File: src/rtl/cpu_pkg.sv
// Shared datapath constants: operand-B select codes and extend-mode encodings.
package cpu_pkg;

  localparam int SRCB_SEL_SRC0  = 0;
  localparam int SRCB_SEL_CONST = 1;

  typedef enum logic [1:0] {
    SRCB_MODE_PASS     = 2'b00,
    SRCB_MODE_SEXT     = 2'b01,
    SRCB_MODE_SEXT_SH2 = 2'b10,
    SRCB_MODE_ZEXT     = 2'b11
  } srcb_mode_e;

endpackage

File: src/rtl/alu_srcb_stage.sv
// Generic valid/ready register slice. Defining ALU_SRCB_SKID_EN adds a skid
// register so in_ready is registered and the slice holds two beats.
module alu_srcb_stage #(
  parameter int W = 33
) (
  input  logic         clk,
  input  logic         reset_n,
  input  logic         in_valid,
  output logic         in_ready,
  input  logic [W-1:0] in_data,
  output logic         out_valid,
  input  logic         out_ready,
  output logic [W-1:0] out_data
);

  logic         out_valid_q, out_valid_d;
  logic [W-1:0] out_data_q,  out_data_d;

`ifdef ALU_SRCB_SKID_EN
  logic         skid_valid_q, skid_valid_d;
  logic [W-1:0] skid_data_q,  skid_data_d;

  always_comb begin
    in_ready     = !skid_valid_q;
    out_valid_d  = out_valid_q;
    out_data_d   = out_data_q;
    skid_valid_d = skid_valid_q;
    skid_data_d  = skid_data_q;
    if (!out_valid_q || out_ready) begin
      // Output slot frees up: the older skid beat always goes first.
      if (skid_valid_q) begin
        out_valid_d  = 1'b1;
        out_data_d   = skid_data_q;
        skid_valid_d = 1'b0;
      end else begin
        out_valid_d = in_valid;
        if (in_valid) out_data_d = in_data;
      end
    end else if (in_valid) begin
      skid_valid_d = 1'b1;
      skid_data_d  = in_data;
    end
  end

  always_ff @(posedge clk or negedge reset_n) begin
    if (!reset_n) begin
      skid_valid_q <= 1'b0;
      skid_data_q  <= '0;
    end else begin
      skid_valid_q <= skid_valid_d;
      skid_data_q  <= skid_data_d;
    end
  end
`else
  always_comb begin
    in_ready    = !out_valid_q || out_ready;
    out_valid_d = out_valid_q;
    out_data_d  = out_data_q;
    if (in_ready) begin
      out_valid_d = in_valid;
      if (in_valid) out_data_d = in_data;
    end
  end
`endif

  always_ff @(posedge clk or negedge reset_n) begin
    if (!reset_n) begin
      out_valid_q <= 1'b0;
      out_data_q  <= '0;
    end else begin
      out_valid_q <= out_valid_d;
      out_data_q  <= out_data_d;
    end
  end

  assign out_valid = out_valid_q;
  assign out_data  = out_data_q;

endmodule

File: src/rtl/alu_operand_b_pipe.sv
// Registered ALU operand-B selector: source decode, sign/zero extend, valid/ready
// output stage and illegal-select counter. ALU_SRCB_SKID_EN selects the skid stage.
module alu_operand_b_pipe
  import cpu_pkg::*;
#(
  parameter int WIDTH     = 32,
  parameter int NUM_SRC   = 3,
  parameter int IMM_W     = 16,
  parameter int CONST_VAL = 4,
  localparam int SEL_W    = $clog2(NUM_SRC + 1)
) (
  input  logic                     clk,
  input  logic                     reset_n,
  input  logic                     in_valid,
  output logic                     in_ready,
  input  logic [SEL_W-1:0]         sel,
  input  logic [1:0]               mode,
  input  logic [NUM_SRC*WIDTH-1:0] src_data,
  output logic                     out_valid,
  input  logic                     out_ready,
  output logic [WIDTH-1:0]         data_out,
  output logic                     sel_err,
  output logic [7:0]               err_count
);

  int               sel_i;
  logic [WIDTH-1:0] raw_v, ext_v, imm_sext, imm_zext;
  logic [IMM_W-1:0] imm;
  logic             sel_illegal, apply_mode;
  logic [7:0]       err_count_q, err_count_d;

  always_comb begin
    sel_i       = int'(sel);
    raw_v       = '0;
    sel_illegal = 1'b0;
    apply_mode  = 1'b1;
    if (sel_i == SRCB_SEL_SRC0) begin
      raw_v = src_data[WIDTH-1:0];
    end else if (sel_i == SRCB_SEL_CONST) begin
      raw_v      = WIDTH'(CONST_VAL);
      apply_mode = 1'b0;
    end else if (sel_i > NUM_SRC) begin
      sel_illegal = 1'b1;
      apply_mode  = 1'b0;
    end else begin
      // Code k (2..NUM_SRC) maps to source k-1 because code 1 is the constant.
      for (int i = 1; i < NUM_SRC; i++) begin
        if (sel_i == i + 1) raw_v = src_data[i*WIDTH +: WIDTH];
      end
    end
  end

  always_comb begin
    imm      = raw_v[IMM_W-1:0];
    imm_sext = {{(WIDTH-IMM_W){imm[IMM_W-1]}}, imm};
    imm_zext = {{(WIDTH-IMM_W){1'b0}}, imm};
    ext_v    = raw_v;
    if (apply_mode) begin
      case (srcb_mode_e'(mode))
        SRCB_MODE_SEXT:     ext_v = imm_sext;
        SRCB_MODE_SEXT_SH2: ext_v = imm_sext << 2;
        SRCB_MODE_ZEXT:     ext_v = imm_zext;
        default:            ext_v = raw_v;
      endcase
    end
  end

  always_comb begin
    err_count_d = err_count_q;
    if (in_valid && in_ready && sel_illegal && (err_count_q != 8'hFF))
      err_count_d = err_count_q + 8'd1;
  end

  always_ff @(posedge clk or negedge reset_n) begin
    if (!reset_n) err_count_q <= '0;
    else          err_count_q <= err_count_d;
  end

  alu_srcb_stage #(
    .W (WIDTH + 1)
  ) u_stage (
    .clk       (clk),
    .reset_n   (reset_n),
    .in_valid  (in_valid),
    .in_ready  (in_ready),
    .in_data   ({sel_illegal, ext_v}),
    .out_valid (out_valid),
    .out_ready (out_ready),
    .out_data  ({sel_err, data_out})
  );

  assign err_count = err_count_q;

endmodule

File: config.mk
export PLATFORM = sky130hd
export DESIGN_NAME = alu_operand_b_pipe
export DESIGN_NICKNAME = d
export VERILOG_FILES = /design/src/rtl/cpu_pkg.sv /design/src/rtl/alu_srcb_stage.sv /design/src/rtl/alu_operand_b_pipe.sv
export SDC_FILE = /design/constraint.sdc
export NUM_CORES = 1
export LEC_CHECK = 0
export ABC_AREA = 1
export CAP_MARGIN = 40
export CORE_ASPECT_RATIO = 0.8
export CORE_MARGIN = 5
export CORE_UTILIZATION = 40
export CTS_BUF_LIST = sky130_fd_sc_hd__clkbuf_8 sky130_fd_sc_hd__clkbuf_16
export DETAILED_ROUTE_END_ITERATION = 6
export PLACE_DENSITY = 0.83
export SYNTH_ARGS = -nofsm -noshare
export SYNTH_HDL_FRONTEND = slang
export SYNTH_HIERARCHICAL = 1
export SYNTH_SLANG_ARGS = --single-unit
export TNS_END_PERCENT = 1
File: constraint.sdc
create_clock -name clk -period 1.9 [get_ports clk]
set_input_delay 0.475 -clock clk [delete_from_list [all_inputs] [get_ports clk]]
set_output_delay 0.475 -clock clk [all_outputs]
set_load 0.02 [all_outputs]
* After elaboration in Yosys (flattened, before gate mapping)
Index checks and enable logic that the tools add are counted.
** Storage, ports and cells
- Bits in registers :: 33
- Output and inout bits :: 43
- Logic and storage cells :: 20
** Operators by class
- Equality and inequality tests :: 6
- Muxes and demuxes :: 8
- Reductions and logical operators :: 4
** Operator list (count)
- 32-bit two-way mux :: 5
- 32-bit case mux with 3 select lines :: 1
- 2-bit equality test, second input constant :: 4
- 2-bit by 1-bit equality test with 1-bit output, second input constant :: 2
- 2-bit zero test :: 1
- 1-bit two-way mux :: 2
- 2-bit AND reduction :: 1
- 1-bit zero test :: 1
- 1-bit logical OR :: 1

* Longest topological paths before layout
- Word-level depth :: 7
- Mapped depth :: 10
- Depth with buffers taken out :: 9

* Cells and area by module
Netlist, hierarchy kept.
** Modules (own cells, without submodules)
- alu_srcb_stage :: instances 1, cells each 147, area an instance 1370.1 µm², seq. area each 850.8 µm²
- alu_operand_b_pipe :: instances 1, cells each 280, area an instance 1241.2 µm², seq. area each 0.0 µm²

* Least setup slack after synthesis
OpenSTA, ideal clock, no wires.
- Path kind :: input to register
- From :: input sel[1]
- To :: register u_stage.out_data_q[30] (netlist: u_stage/out_data[30])
- Setup time :: 0.117 ns
- Arrival :: 1.327 ns
- Path slack :: 0.456 ns
- Stages :: 8
- Path through :: buf_4 > nor2_2 > nand2_2 > nand4_2 > buf_6 > nand2_1 > nand3_1 > nand2_1
** Between the ends
- Cells in the longest elaborated chain, start to end :: 7
- Elaborated cells between the ends (all ways) :: 12
- Those cells by class :: eq/ne (3); mux (8); reduce/logical (1)
** RTL lines
- start, declared :: line alu_operand_b_pipe.sv:16 : input logic [SEL_W-1:0] sel,
- 2-bit equality test :: line alu_operand_b_pipe.sv:48 : if (sel_i == i + 1) raw_v = src_data[i*WIDTH +: WIDTH];
- 32-bit two-way mux (2 in series) :: line alu_operand_b_pipe.sv:48
- 32-bit two-way mux :: line alu_operand_b_pipe.sv:39 : end else if (sel_i == SRCB_SEL_CONST) begin
- 32-bit two-way mux :: line alu_operand_b_pipe.sv:37 : if (sel_i == SRCB_SEL_SRC0) begin
- 32-bit case mux with 3 select lines :: line alu_operand_b_pipe.sv:59 : case (srcb_mode_e'(mode))
- 32-bit two-way mux * :: line alu_operand_b_pipe.sv:58 : if (apply_mode) begin
- named net ext_v[30] :: line alu_operand_b_pipe.sv:27 : logic [WIDTH-1:0] raw_v, ext_v, imm_sext, imm_zext;
- end signal, assigned :: line alu_srcb_stage.sv:72 : out_data_q <= out_data_d;
- end, declared :: line alu_srcb_stage.sv:17 : logic [W-1:0] out_data_q, out_data_d;
Mark *: on every way through the listed nets, which the timed path passes. The rest lies on a longest branch.
A chain may end at the register's enable or synchronous reset.

* Worst setup path after layout
- From :: input out_ready
- To :: output in_ready
** Between the ends
- Cells in the longest elaborated chain, start to end :: 1
** RTL lines
- start, declared :: line alu_operand_b_pipe.sv:20 : input logic out_ready,
- 1-bit logical OR :: line alu_srcb_stage.sv:56 : in_ready = !out_valid_q || out_ready;
- end, declared :: line alu_operand_b_pipe.sv:15 : output logic in_ready,
Every way passes these cells.

==> impl_metrics.json <==
{
  "drc": 0,
  "peakVddDrop_mv": 0.426,
  "hold_slack_ps": 257,
  "yosysWarnings": 6,
  "antenna_found_initial": 0,
  "yosysMostFrequentCell": "nand2_1",
  "rows": 26,
  "dr.pass1.iters": 4,
  "wl_per_cell_um": 13.3,
  "clockBufferDepth": 2,
  "fin_ws_ps": 49.1,
  "grt_pass1_vias": 3183,
  "htreeDepth": 2,
  "fin_setup_tns_ps": 0,
  "skew_ps": 3.66,
  "syn_area_per_cell_sq_um": 6.12,
  "ant_nets": 0,
  "yosys-mux-area-fraction_pct": 0,
  "final-instance-count-excl-fill": 660,
  "dieArea_sq_um": 8250,
  "place_ws_ps": -226,
  "grt_max_degree": 36,
  "ys_types": 18,
  "ys_seq_area_share_pct": 32.6,
  "r2r_slack_ps": 570,
  "maxSlewHeadroom_pct": 50.8,
  "initial_utilization_pct": 41.0,
  "final.period_utilization_pct": 97.4,
  "die_w_um": 100,
  "synth_top_family_by_area": "simple AND/OR/NAND/NOR gates",
  "nets": 679,
  "clkTransAtPathRegs_ps": 70,
  "netlist_area_sq_um": 2610,
  "vias": 3209,
  "rsz0062_at_grt": "yes",
  "max_cap_viol_count": 0,
  "grt_usage_pct": 21.5,
  "synthArstFlopShare_pct": 100,
  "cts_root_buf": "clkbuf_8",
  "powerDensity_nw_per_um2": 619,
  "synth_common_cells": "nand2_1, nand3_1, inv_1, dfrtp_1, buf_4",
  "cp_num_buf_inv": 3,
  "area_growth_pct": 64.0,
  "synth.area.top_cells": "dfrtp_1, nand2_1, nand3_1",
  "post_cts_buffers": 0,
  "yosys.area.top_type": "dfrtp_1",
  "synth_seq_cells": 34,
  "final_layout_size_suffix_gt1_share_pct": 7.64,
  "path_cells": "clkdlybuf4s50_1, inv_1, nand2_4, dlygate4sd2_1",
  "synthAdderAreaFrac_pct": 0,
  "end_kind": "output port",
  "drt-initial-drc-count": 148,
  "dp_hpwl_um": 7400,
  "postLayoutCellArea_sq_um": 4280,
  "min_period_ps": 1850,
  "synth_edf_count": 0,
  "worstMarginPinSlew_ps": 739,
  "dp_cells": 652,
  "num_antenna_cells": 0,
  "slowest_stage": "clkdlybuf4s50_1",
  "path_class": "in -> out",
  "wirelength_um": 8800,
  "dpl_cell_area_sq_um": 4170,
  "vias_per_cell": 4.86,
  "clk_latency_ps": 280,
  "slowest_delay_ps": 460,
  "hold_violations": 0,
  "cp-start-kind": "input pin",
  "hold_path_class": "in -> async",
  "synth_top_area_share_pct": 32.6,
  "die_h_um": 82.3,
  "cellLeakagePower_nw": 2.21,
  "globalplace.congestion": 0.893,
  "crit_family": "buffers and inverters",
  "io_pins": 147,
  "status": "complete, no violations",
  "fp.coreArea_sq_um": 6380,
  "finalSetupViolations": 0,
  "cts-buffers-inserted": 5,
  "grt_pass1_wl_um": 14500,
  "crit_fanout": 2,
  "port-buffer-count": 138,
  "numClockSinks": 34,
  "synth_ff_type": "dfrtp_1",
  "crit_required_ps": 1420,
  "yosys.area_share.simple_pct": 49.8,
  "cts_tree": "built",
  "grt_overflow": 0,
  "yosys.area_share.xor_xnor_pct": 0,
  "syn_inst": 427,
  "slew_violations": 0,
  "worstPathArrival_ps": 1380,
  "synth_compound_area_share_pct": 2.49,
  "max_freq_ghz": 0.540
}
-- layout make-up --
class,count,area [sq um]
Timing Repair Buffer,166,1660
Inverter,41,154
Sequential cell,34,851
Clock inverter,3,40.0
Multi-Input combinational cell,327,1400
Fill cell,585,2090
Clock buffer,5,68.8
Tap cell,84,105
-- layer usage --
layer | GRT usage (%) | routed length (um)
met1 | 28.7 | 3840
met2 | 36.7 | 4290
met3 | 3.78 | 526
met4 | 4.98 | 142
met5 | 0 | 0
-- cells in the final DEF (no fill, tap or decap), types with 2 or more instances in the layout --
| master | count |
|---|---|
| o21ai_0 | 13 |
| clkbuf_8 | 5 |
| nand3_1 | 67 |
| clkinv_2 | 2 |
| nor2_1 | 2 |
| nand2_1 | 214 |
| nand2_4 | 2 |
| dfrtp_1 | 34 |
| buf_12 | 6 |
| nand4_1 | 16 |
| buf_4 | 21 |
| inv_1 | 40 |
| clkdlybuf4s50_1 | 136 |
| nor2_2 | 2 |
| conb_1 | 9 |
-- cell families after synthesis --
family | after synthesis
other | 1
DFF | 34
AOI/OAI and AO/OA | 13
buffers and inverters | 74
and+or+nand+nor | 305
-- power by group --
group          total [mW]  switching, mW  internal, mW
Combinational        1.10          0.545         0.559
Clock               0.641          0.255         0.386
Sequential          0.907         0.0689         0.838
-- repair_timing --
| item | CTS | global route |
|---|---|---|
| resized for setup | 1 | 1 |
| pin swaps | 0 | 0 |
| endpoints found under the hold margin | 0 | 0 |
| hold buffers | 0 | 0 |
| endpoints found under the setup margin | 1 | 7 |
-- worst reg2reg max path, stage by stage, from the launching register on --
cell	delay, ps
dfrtp_1	410
nand2_4	80
buf_4	330
nand2_4	100
buf_12	180
nand2_1	80
nand2_1	50
-- per-stage QoR --
stage                     util, %  total power, mW
after global placement       65.4             2.01
final                        67.2             2.65
after CTS                    67.1             2.67
after global routing         67.2             2.81
after detailed placement     65.4             2.03
after floorplan                 -             1.43
-- registers in the layout, summed over array words and instances (netlist names) --
register           flops
u_stage/out_data      33
u_stage/out_valid      1
-- final timing paths --
kind / start / endpoint / depth (start not counted)
worst max-delay path: out_ready / in_ready / 4
worst min-delay path: reset_n / u_stage/out_data[23]$_DFFE_PN0P_ / 1
worst max register to register: u_stage/out_valid$_DFFE_PN0P_ / u_stage/out_data[31]$_DFFE_PN0P_ / 6
worst min register to register: u_stage/out_data[23]$_DFFE_PN0P_ / u_stage/out_data[23]$_DFFE_PN0P_ / 2
max in group asynchronous: reset_n / u_stage/out_data[19]$_DFFE_PN0P_ / 1
min in group clk: u_stage/out_data[23]$_DFFE_PN0P_ / u_stage/out_data[23]$_DFFE_PN0P_ / 2
No activity file was read; power rests on OpenSTA's default activity.
